## src/rtl/rbus_pkg.sv

```systemverilog
// Shared rbus definitions: word width, header bit positions and transmit FSM states.
package rbus_pkg;
  localparam int WORD_W   = 72;
  localparam int HDR_PRI  = 71;
  localparam int HDR_LONG = 70;

  typedef enum logic [1:0] {
    ST_IDLE = 2'd0,
    ST_SEND = 2'd1,
    ST_GAP  = 2'd2
  } tx_state_e;
endpackage

```

## src/rtl/rbus_tx_fifo.sv

```systemverilog
// Synchronous first-word-fall-through packet FIFO with complete-packet count and
// write-pointer rollback to the header of an abandoned packet.
module rbus_tx_fifo
  import rbus_pkg::*;
#(
  parameter int DEPTH    = 16,
  parameter int LONG_LEN = 8
) (
  input  logic              clk,
  input  logic              rst,
  input  logic              wr_en,
  input  logic              wr_sof,
  input  logic              wr_last,
  input  logic              rollback,
  input  logic [WORD_W-1:0] wr_data,
  input  logic              rd_en,
  input  logic              rd_hdr,
  output logic [WORD_W-1:0] rd_data,
  output logic              full,
  output logic              pkt_avail,
  output logic              room_ok
);
  localparam int AW = $clog2(DEPTH);
  localparam logic [AW:0] DEPTH_V = (AW+1)'(DEPTH);
  localparam logic [AW:0] ROOM_V  = (AW+1)'(LONG_LEN + 1);

  logic [WORD_W-1:0] mem [DEPTH];
  logic [AW:0] wr_ptr_q, wr_ptr_d, rd_ptr_q, rd_ptr_d, hdr_ptr_q, hdr_ptr_d;
  logic [AW:0] pkt_cnt_q, pkt_cnt_d, used_d;
  logic        room_q, room_d;

  always_comb begin
    wr_ptr_d  = wr_ptr_q;
    hdr_ptr_d = hdr_ptr_q;
    rd_ptr_d  = rd_ptr_q;
    pkt_cnt_d = pkt_cnt_q;
    if (rollback)   wr_ptr_d = hdr_ptr_q;
    else if (wr_en) wr_ptr_d = wr_ptr_q + 1'b1;
    if (wr_en && wr_sof) hdr_ptr_d = wr_ptr_q;
    if (rd_en) rd_ptr_d = rd_ptr_q + 1'b1;
    case ({wr_en && wr_last, rd_en && rd_hdr})
      2'b10:   pkt_cnt_d = pkt_cnt_q + 1'b1;
      2'b01:   pkt_cnt_d = pkt_cnt_q - 1'b1;
      default: pkt_cnt_d = pkt_cnt_q;
    endcase
    // l_rdy reflects the occupancy that will exist after this edge
    used_d = wr_ptr_d - rd_ptr_d;
    room_d = (DEPTH_V - used_d) >= ROOM_V;
  end

  always_ff @(posedge clk) begin
    if (!rst) begin
      wr_ptr_q  <= '0;
      rd_ptr_q  <= '0;
      hdr_ptr_q <= '0;
      pkt_cnt_q <= '0;
      room_q    <= 1'b1;
    end else begin
      wr_ptr_q  <= wr_ptr_d;
      rd_ptr_q  <= rd_ptr_d;
      hdr_ptr_q <= hdr_ptr_d;
      pkt_cnt_q <= pkt_cnt_d;
      room_q    <= room_d;
    end
  end

  always_ff @(posedge clk) begin
    if (wr_en) mem[wr_ptr_q[AW-1:0]] <= wr_data;
  end

  assign rd_data   = mem[rd_ptr_q[AW-1:0]];
  assign full      = (wr_ptr_q[AW] != rd_ptr_q[AW]) && (wr_ptr_q[AW-1:0] == rd_ptr_q[AW-1:0]);
  assign pkt_avail = (pkt_cnt_q != '0);
  assign room_ok   = room_q;
endmodule

```

## src/rtl/rbus_pkt_tx.sv

```systemverilog
// rbus source endpoint: per-priority packet buffering and grant-gated link transmit.
// Optional statistics counters enabled by defining RBUS_TX_STATS_EN.
module rbus_pkt_tx
  import rbus_pkg::*;
#(
  parameter int DEPTH    = 16,
  parameter int LONG_LEN = 8
) (
  input  logic              clk,
  input  logic              rst,
  input  logic              l_stb,
  input  logic              l_sof,
  input  logic [WORD_W-1:0] l_data,
  output logic [1:0]        l_rdy,
  output logic              o_stb,
  output logic              o_sof,
  output logic [WORD_W-1:0] o_data,
  input  logic [1:0]        o_rdy,
  input  logic [1:0]        o_rdyE,
`ifdef RBUS_TX_STATS_EN
  output logic [31:0]       st_pkts,
  output logic [15:0]       st_drops,
`endif
  output logic              ff_err
);
  localparam int CW = $clog2(LONG_LEN + 1);

  logic [1:0]        wr_en, rollback, rd_en, full, pkt_avail, cand;
  logic              wr_sof, wr_last, rd_hdr, err, hp, pick;
  logic [WORD_W-1:0] rd_data [2];

  logic              open_q, open_d, pri_q, pri_d, sel_q, sel_d, ff_err_q, ff_err_d;
  logic [CW-1:0]     rem_q, rem_d, orem_q, orem_d;
  tx_state_e         state_q, state_d;
  logic              o_stb_q, o_stb_d, o_sof_q, o_sof_d;
  logic [WORD_W-1:0] o_data_q, o_data_d;

  for (genvar p = 0; p < 2; p++) begin : g_fifo
    rbus_tx_fifo #(.DEPTH(DEPTH), .LONG_LEN(LONG_LEN)) u_fifo (
      .clk(clk), .rst(rst),
      .wr_en(wr_en[p]), .wr_sof(wr_sof), .wr_last(wr_last), .rollback(rollback[p]),
      .wr_data(l_data), .rd_en(rd_en[p]), .rd_hdr(rd_hdr), .rd_data(rd_data[p]),
      .full(full[p]), .pkt_avail(pkt_avail[p]), .room_ok(l_rdy[p])
    );
  end

  // Ingress: steer words to the header's FIFO; on any fault the word is dropped and,
  // if a packet is open, it is abandoned so a short packet never reaches the bus.
  always_comb begin
    wr_en    = '0;
    rollback = '0;
    wr_sof   = 1'b0;
    wr_last  = 1'b0;
    err      = 1'b0;
    open_d   = open_q;
    pri_d    = pri_q;
    rem_d    = rem_q;
    hp       = l_data[HDR_PRI];
    if (l_stb) begin
      if (l_sof) begin
        if (open_q) begin
          err             = 1'b1;
          rollback[pri_q] = 1'b1;
          open_d          = 1'b0;
        end else if (full[hp]) begin
          err = 1'b1;
        end else begin
          wr_en[hp] = 1'b1;
          wr_sof    = 1'b1;
          wr_last   = !l_data[HDR_LONG];
          if (l_data[HDR_LONG]) begin
            open_d = 1'b1;
            pri_d  = hp;
            rem_d  = CW'(LONG_LEN);
          end
        end
      end else if (!open_q) begin
        err = 1'b1;
      end else if (full[pri_q]) begin
        err             = 1'b1;
        rollback[pri_q] = 1'b1;
        open_d          = 1'b0;
      end else begin
        wr_en[pri_q] = 1'b1;
        wr_last      = (rem_q == CW'(1));
        rem_d        = rem_q - 1'b1;
        if (rem_q == CW'(1)) open_d = 1'b0;
      end
    end
    ff_err_d = ff_err_q | err;
  end

  always_comb begin
    for (int p = 0; p < 2; p++)
      cand[p] = pkt_avail[p] && (rd_data[p][HDR_LONG] ? o_rdy[p] : o_rdyE[p]);
    pick     = cand[1];
    state_d  = state_q;
    sel_d    = sel_q;
    orem_d   = orem_q;
    rd_en    = '0;
    rd_hdr   = 1'b0;
    o_stb_d  = 1'b0;
    o_sof_d  = 1'b0;
    o_data_d = o_data_q;
    case (state_q)
      ST_IDLE: if (|cand) begin
        rd_en[pick] = 1'b1;
        rd_hdr      = 1'b1;
        o_stb_d     = 1'b1;
        o_sof_d     = 1'b1;
        o_data_d    = rd_data[pick];
        sel_d       = pick;
        orem_d      = CW'(LONG_LEN);
        state_d     = rd_data[pick][HDR_LONG] ? ST_SEND : ST_GAP;
      end
      ST_SEND: begin
        rd_en[sel_q] = 1'b1;
        o_stb_d      = 1'b1;
        o_data_d     = rd_data[sel_q];
        orem_d       = orem_q - 1'b1;
        if (orem_q == CW'(1)) state_d = ST_GAP;
      end
      default: state_d = ST_IDLE;
    endcase
  end

  always_ff @(posedge clk) begin
    if (!rst) begin
      open_q   <= 1'b0;
      pri_q    <= 1'b0;
      rem_q    <= '0;
      sel_q    <= 1'b0;
      orem_q   <= '0;
      state_q  <= ST_IDLE;
      ff_err_q <= 1'b0;
      o_stb_q  <= 1'b0;
      o_sof_q  <= 1'b0;
      o_data_q <= '0;
    end else begin
      open_q   <= open_d;
      pri_q    <= pri_d;
      rem_q    <= rem_d;
      sel_q    <= sel_d;
      orem_q   <= orem_d;
      state_q  <= state_d;
      ff_err_q <= ff_err_d;
      o_stb_q  <= o_stb_d;
      o_sof_q  <= o_sof_d;
      o_data_q <= o_data_d;
    end
  end

`ifdef RBUS_TX_STATS_EN
  logic [31:0] st_pkts_q;
  logic [15:0] st_drops_q;
  always_ff @(posedge clk) begin
    if (!rst) begin
      st_pkts_q  <= '0;
      st_drops_q <= '0;
    end else begin
      if (rd_hdr) st_pkts_q <= st_pkts_q + 1'b1;
      if (err && (st_drops_q != 16'hFFFF)) st_drops_q <= st_drops_q + 1'b1;
    end
  end
  assign st_pkts  = st_pkts_q;
  assign st_drops = st_drops_q;
`endif

  assign o_stb  = o_stb_q;
  assign o_sof  = o_sof_q;
  assign o_data = o_data_q;
  assign ff_err = ff_err_q;
endmodule

```

## config.mk

```make
export PLATFORM = sky130hd
export DESIGN_NAME = rbus_pkt_tx
export DESIGN_NICKNAME = d
export VERILOG_FILES = /design/src/rtl/rbus_pkg.sv /design/src/rtl/rbus_tx_fifo.sv /design/src/rtl/rbus_pkt_tx.sv
export SDC_FILE = /design/constraint.sdc
export NUM_CORES = 2
export LEC_CHECK = 0
export CAP_MARGIN = 0
export CORE_UTILIZATION = 56
export CTS_BUF_LIST = sky130_fd_sc_hd__clkbuf_4 sky130_fd_sc_hd__clkbuf_8 sky130_fd_sc_hd__clkbuf_16
export CTS_CLUSTER_SIZE = 10
export DETAILED_ROUTE_END_ITERATION = 10
export PLACE_DENSITY = 0.76
export SETUP_SLACK_MARGIN = 0.5
export SLEW_MARGIN = 40
export SYNTH_ARGS = -nofsm -noshare
export SYNTH_HDL_FRONTEND = slang
export SYNTH_SLANG_ARGS = --single-unit
```

## constraint.sdc

```tcl
create_clock -name clk -period 8 [get_ports clk]
set_input_delay 2 -clock clk [delete_from_list [all_inputs] [get_ports clk]]
set_output_delay 2 -clock clk [all_outputs]
set_load 0.005 [all_outputs]
```

==> flow_metrics.tcl <==
set metrics [dict create \
    min_path_type "flop to flop" \
    final_layout_size_suffix_gt1_share_pct 31.7 \
    die_height_um 411 \
    syn-num-nets 4128 \
    final_nets 4479 \
    path_clk_slew_ns 0.05 \
    r2r_end "g_fifo[0].u_fifo.room_ok$_SDFF_PN1_" \
    cp_cell_sequence "clkdlybuf4s50_1, buf_4, and3b_1, o21ai_0, a21oi_1, nand2_1, xnor2_1, mux2i_1, ha_1, ha_1, a21o_1, a21oi_1, xnor2_1, a211oi_1, a211oi_1, nand4b_1" \
    drt-pass1-iter-count 9 \
    die_area_um2 169000 \
    clock_latency_ns 0.94 \
    synth_commonest_cells "edfxtp_1, mux4_2, nor2_1, dfxtp_1, clkbuf_1" \
    tns_ns 0 \
    dpl-instance-area_um2 98000 \
    hold_ws_ns 0.474 \
    post-route-util_pct 64.5 \
    ys_types 65 \
    layout_setup_ws_ns 2.65 \
    reg2reg_setup_slack_ns 2.94 \
    hold_viol 0 \
    grt_pass1_vias 46900 \
    maxSlewViolCount 0 \
    cp-end-kind "flop" \
    yosysSeqAreaShare_pct 76.8 \
    worstSetupEndpoint "g_fifo[1].u_fifo.room_ok$_SDFF_PN1_" \
    routed_wl_mm 231 \
    start_util_pct 56.6 \
    wl_per_cell_um 34.6 \
    fin_worst_skew_ns 0.0798 \
    cts-root-buf "clkbuf_16" \
    syn_area_per_cell_um2 23.3 \
    max_freq_mhz 187 \
    drt_iter0_drc 5983 \
    leakagePower_nw 33.2 \
    core_area_um2 165000 \
    die_x_um 411 \
    synth.most_common_cell "edfxtp_1" \
    path_depth 16 \
    final-seq-area_um2 71800 \
    tightest_slew_ns 0.901 \
    cts_buffer_depth 4 \
    h-tree-depth 5 \
    grt_pass1_wl_mm 333 \
    yosysTopAreaCell "edfxtp_1" \
    peakVddDrop_mv 0.240 \
    period_share_pct 66.9 \
    ant_nets 0 \
    startpoint_type "input port" \
    cts_buffers 295 \
    place.port_buffers 156 \
    crit_arrival_ns 6.12 \
    yosys.area.top_type_share_pct 74.0 \
    r2r-start "g_fifo[0].u_fifo.rd_ptr_q[0]$_SDFF_PN0_" \
    grt-ovfl-total 0 \
    io_pins 157 \
    min_period_ns 5.35 \
    rsz0062_at_grt "no" \
    path_max_fanout 37 \
    post_cts_buffers 0 \
    placed_cells 6245 \
    cp-startpoint "l_data[71]" \
    cp.required_ns 8.77 \
    post_cts_resized 0 \
    multi_input_area_um2 21000 \
    synthArstFlopShare_pct 0 \
    syn_area_um2 93500 \
    vias 45100 \
    worst_r2r_path_depth 15 \
    ys_seq_elements 2434 \
    ys.flop_type "edfxtp_1" \
    crit_path_max_incr_delay_ns 0.72 \
    area_delta_synth_final_pct 14.1 \
    syn_inst 4008 \
    ys_warn_count 0 \
    grt_max_degree 151 \
    drc 13 \
    fill_cells 9997 \
    cts_sinks 2434 \
    final_cells 6678 \
    pre_cts_slack_ns 1.57 \
    cpMaxStageDelayCell "clkdlybuf4s50_1" \
    critical-path-top-delay-family "buffers and inverters" \
    violations "DRC" \
    cts_tree "done" \
    path_class "input port to flop" \
    power_mw 27.0 \
    vias_per_cell 6.76 \
    slew-limit-headroom_pct 38.2 \
    status "finished, violations left" \
    power_density_nw_per_um2 253 \
    cts_hold_buf 0 \
    setup_viol 0 \
    synth_area_leaders "edfxtp_1, mux4_2, dfxtp_1" \
    place_congestion 0.783 \
    cap_violations 0 \
    synth_edf_count 2304 \
    antenna_found_initial 11 \
    rows 149 \
    stdcell_area_um2 107000 \
    hpwl_mm 112 \
    crit_buf_inv 2 \
    grt_usage_pct 27.7 \
]
final cells by class:
type                       instances  area share, %
multi-input combinational       1331           19.7
inverter                          30          0.122
sequential                      2434           67.3
clock buffer                     413           7.90
antenna                            4        0.00938
clock inverter                    10         0.0797
timing repair buffer             267           2.38
tap                             2189           2.57
per-layer routing:
| layer | track usage [%] | share of wire, % |
|---|---|---|
| met1 | 37.5 | 36 |
| met2 | 44.8 | 50 |
| met3 | 6.74 | 11 |
| met4 | 8.88 | 3.1 |
| met5 | 0 | 0.030 |
worst min path at each step:
| stage | from | end | depth (start not counted) |
|---|---|---|---|
| 6_report | rem_q[1]$_SDFFE_PN0P_ | rem_q[1]$_SDFFE_PN0P_ | 2 |
| 5_1_grt | rem_q[1]$_SDFFE_PN0P_ | rem_q[1]$_SDFFE_PN0P_ | 2 |
| 4_1_cts | o_data[70]$_SDFFE_PN0P_ | o_data[70]$_SDFFE_PN0P_ | 2 |
| 3_5_place_dp | o_data[70]$_SDFFE_PN0P_ | o_data[70]$_SDFFE_PN0P_ | 2 |
| 3_3_place_gp | rem_q[1]$_SDFFE_PN0P_ | rem_q[1]$_SDFFE_PN0P_ | 2 |
| 2_1_floorplan | rem_q[1]$_SDFFE_PN0P_ | rem_q[1]$_SDFFE_PN0P_ | 2 |
state kept, by name, indices dropped and copies added (netlist names):
register / flops
g_fifo.u_fifo.pkt_cnt_q: 10
ff_err: 1
g_fifo.u_fifo.mem: 2304
state_q: 2
g_fifo.u_fifo.rd_ptr_q: 10
g_fifo.u_fifo.hdr_ptr_q: 10
g_fifo.u_fifo.wr_ptr_q: 10
g_fifo.u_fifo.room_ok: 2
o_data: 72
open_q: 1
pri_q: 1
o_sof: 1
sel_q: 1
orem_q: 4
o_stb: 1
rem_q: 4
report_power, final:
group	leakage (nW)	switching [mW]	total (mW)	internal, mW
logic	7.10	0.548	0.920	0.372
registers	21.8	0.0406	14.0	14.0
clock network	4.29	4.83	12.1	7.24
total	33.2	5.42	27.0	21.6
cells in the final DEF, fill, tap and decap left out, drive strengths merged, types with 5 or more instances in the layout:
cell type      netlist  layout
nand2b               8       8
and4                 5       5
nand2               32      32
nor2               147     147
ha                  36      36
nor3b                6       6
a21o                 9       9
o21ai               18      18
nor3                23      23
nand3               12      12
clkbuf             116     413
nand3b               5       5
xnor2               19      19
dfxtp              130     130
a21oi               32      32
edfxtp            2304    2304
or3                  5       5
and2                12      12
clkinv               1       6
buf                 97     182
clkdlybuf4s50        0      85
inv                 29      33
xor2                20      20
mux4               716     716
a211oi              77      77
mux2i               95      95
kinds of logic (layout without fill, tap and decap cells):
family / after synthesis / count (layout) / share of synthesized area [%]
other: 0 / 4 / 0
adder cells (fa/ha/maj): 40 / 40 / 0.567
buffers and inverters: 243 / 720 / 1.12
XOR/XNOR: 39 / 39 / 0.365
multiplexers: 812 / 812 / 18.3
AND/OR/NAND/NOR: 268 / 268 / 1.33
flip-flops: 2434 / 2434 / 76.8
AO/OA/AOI/OAI: 172 / 172 / 1.58
worst register-to-register path, stage by stage (launching register included):
cell,delay (ns)
dfxtp_4,0.77
buf_4,0.72
xnor2_1,0.20
and3_1,0.28
a21oi_2,0.44
nand2_1,0.35
xnor2_1,0.22
mux2i_1,0.22
ha_1,0.29
ha_1,0.29
a21o_1,0.16
a21oi_1,0.17
xnor2_1,0.10
a211o_1,0.25
a2111oi_0,0.41
nand3b_1,0.15
(Power assumes the default switching activity.)
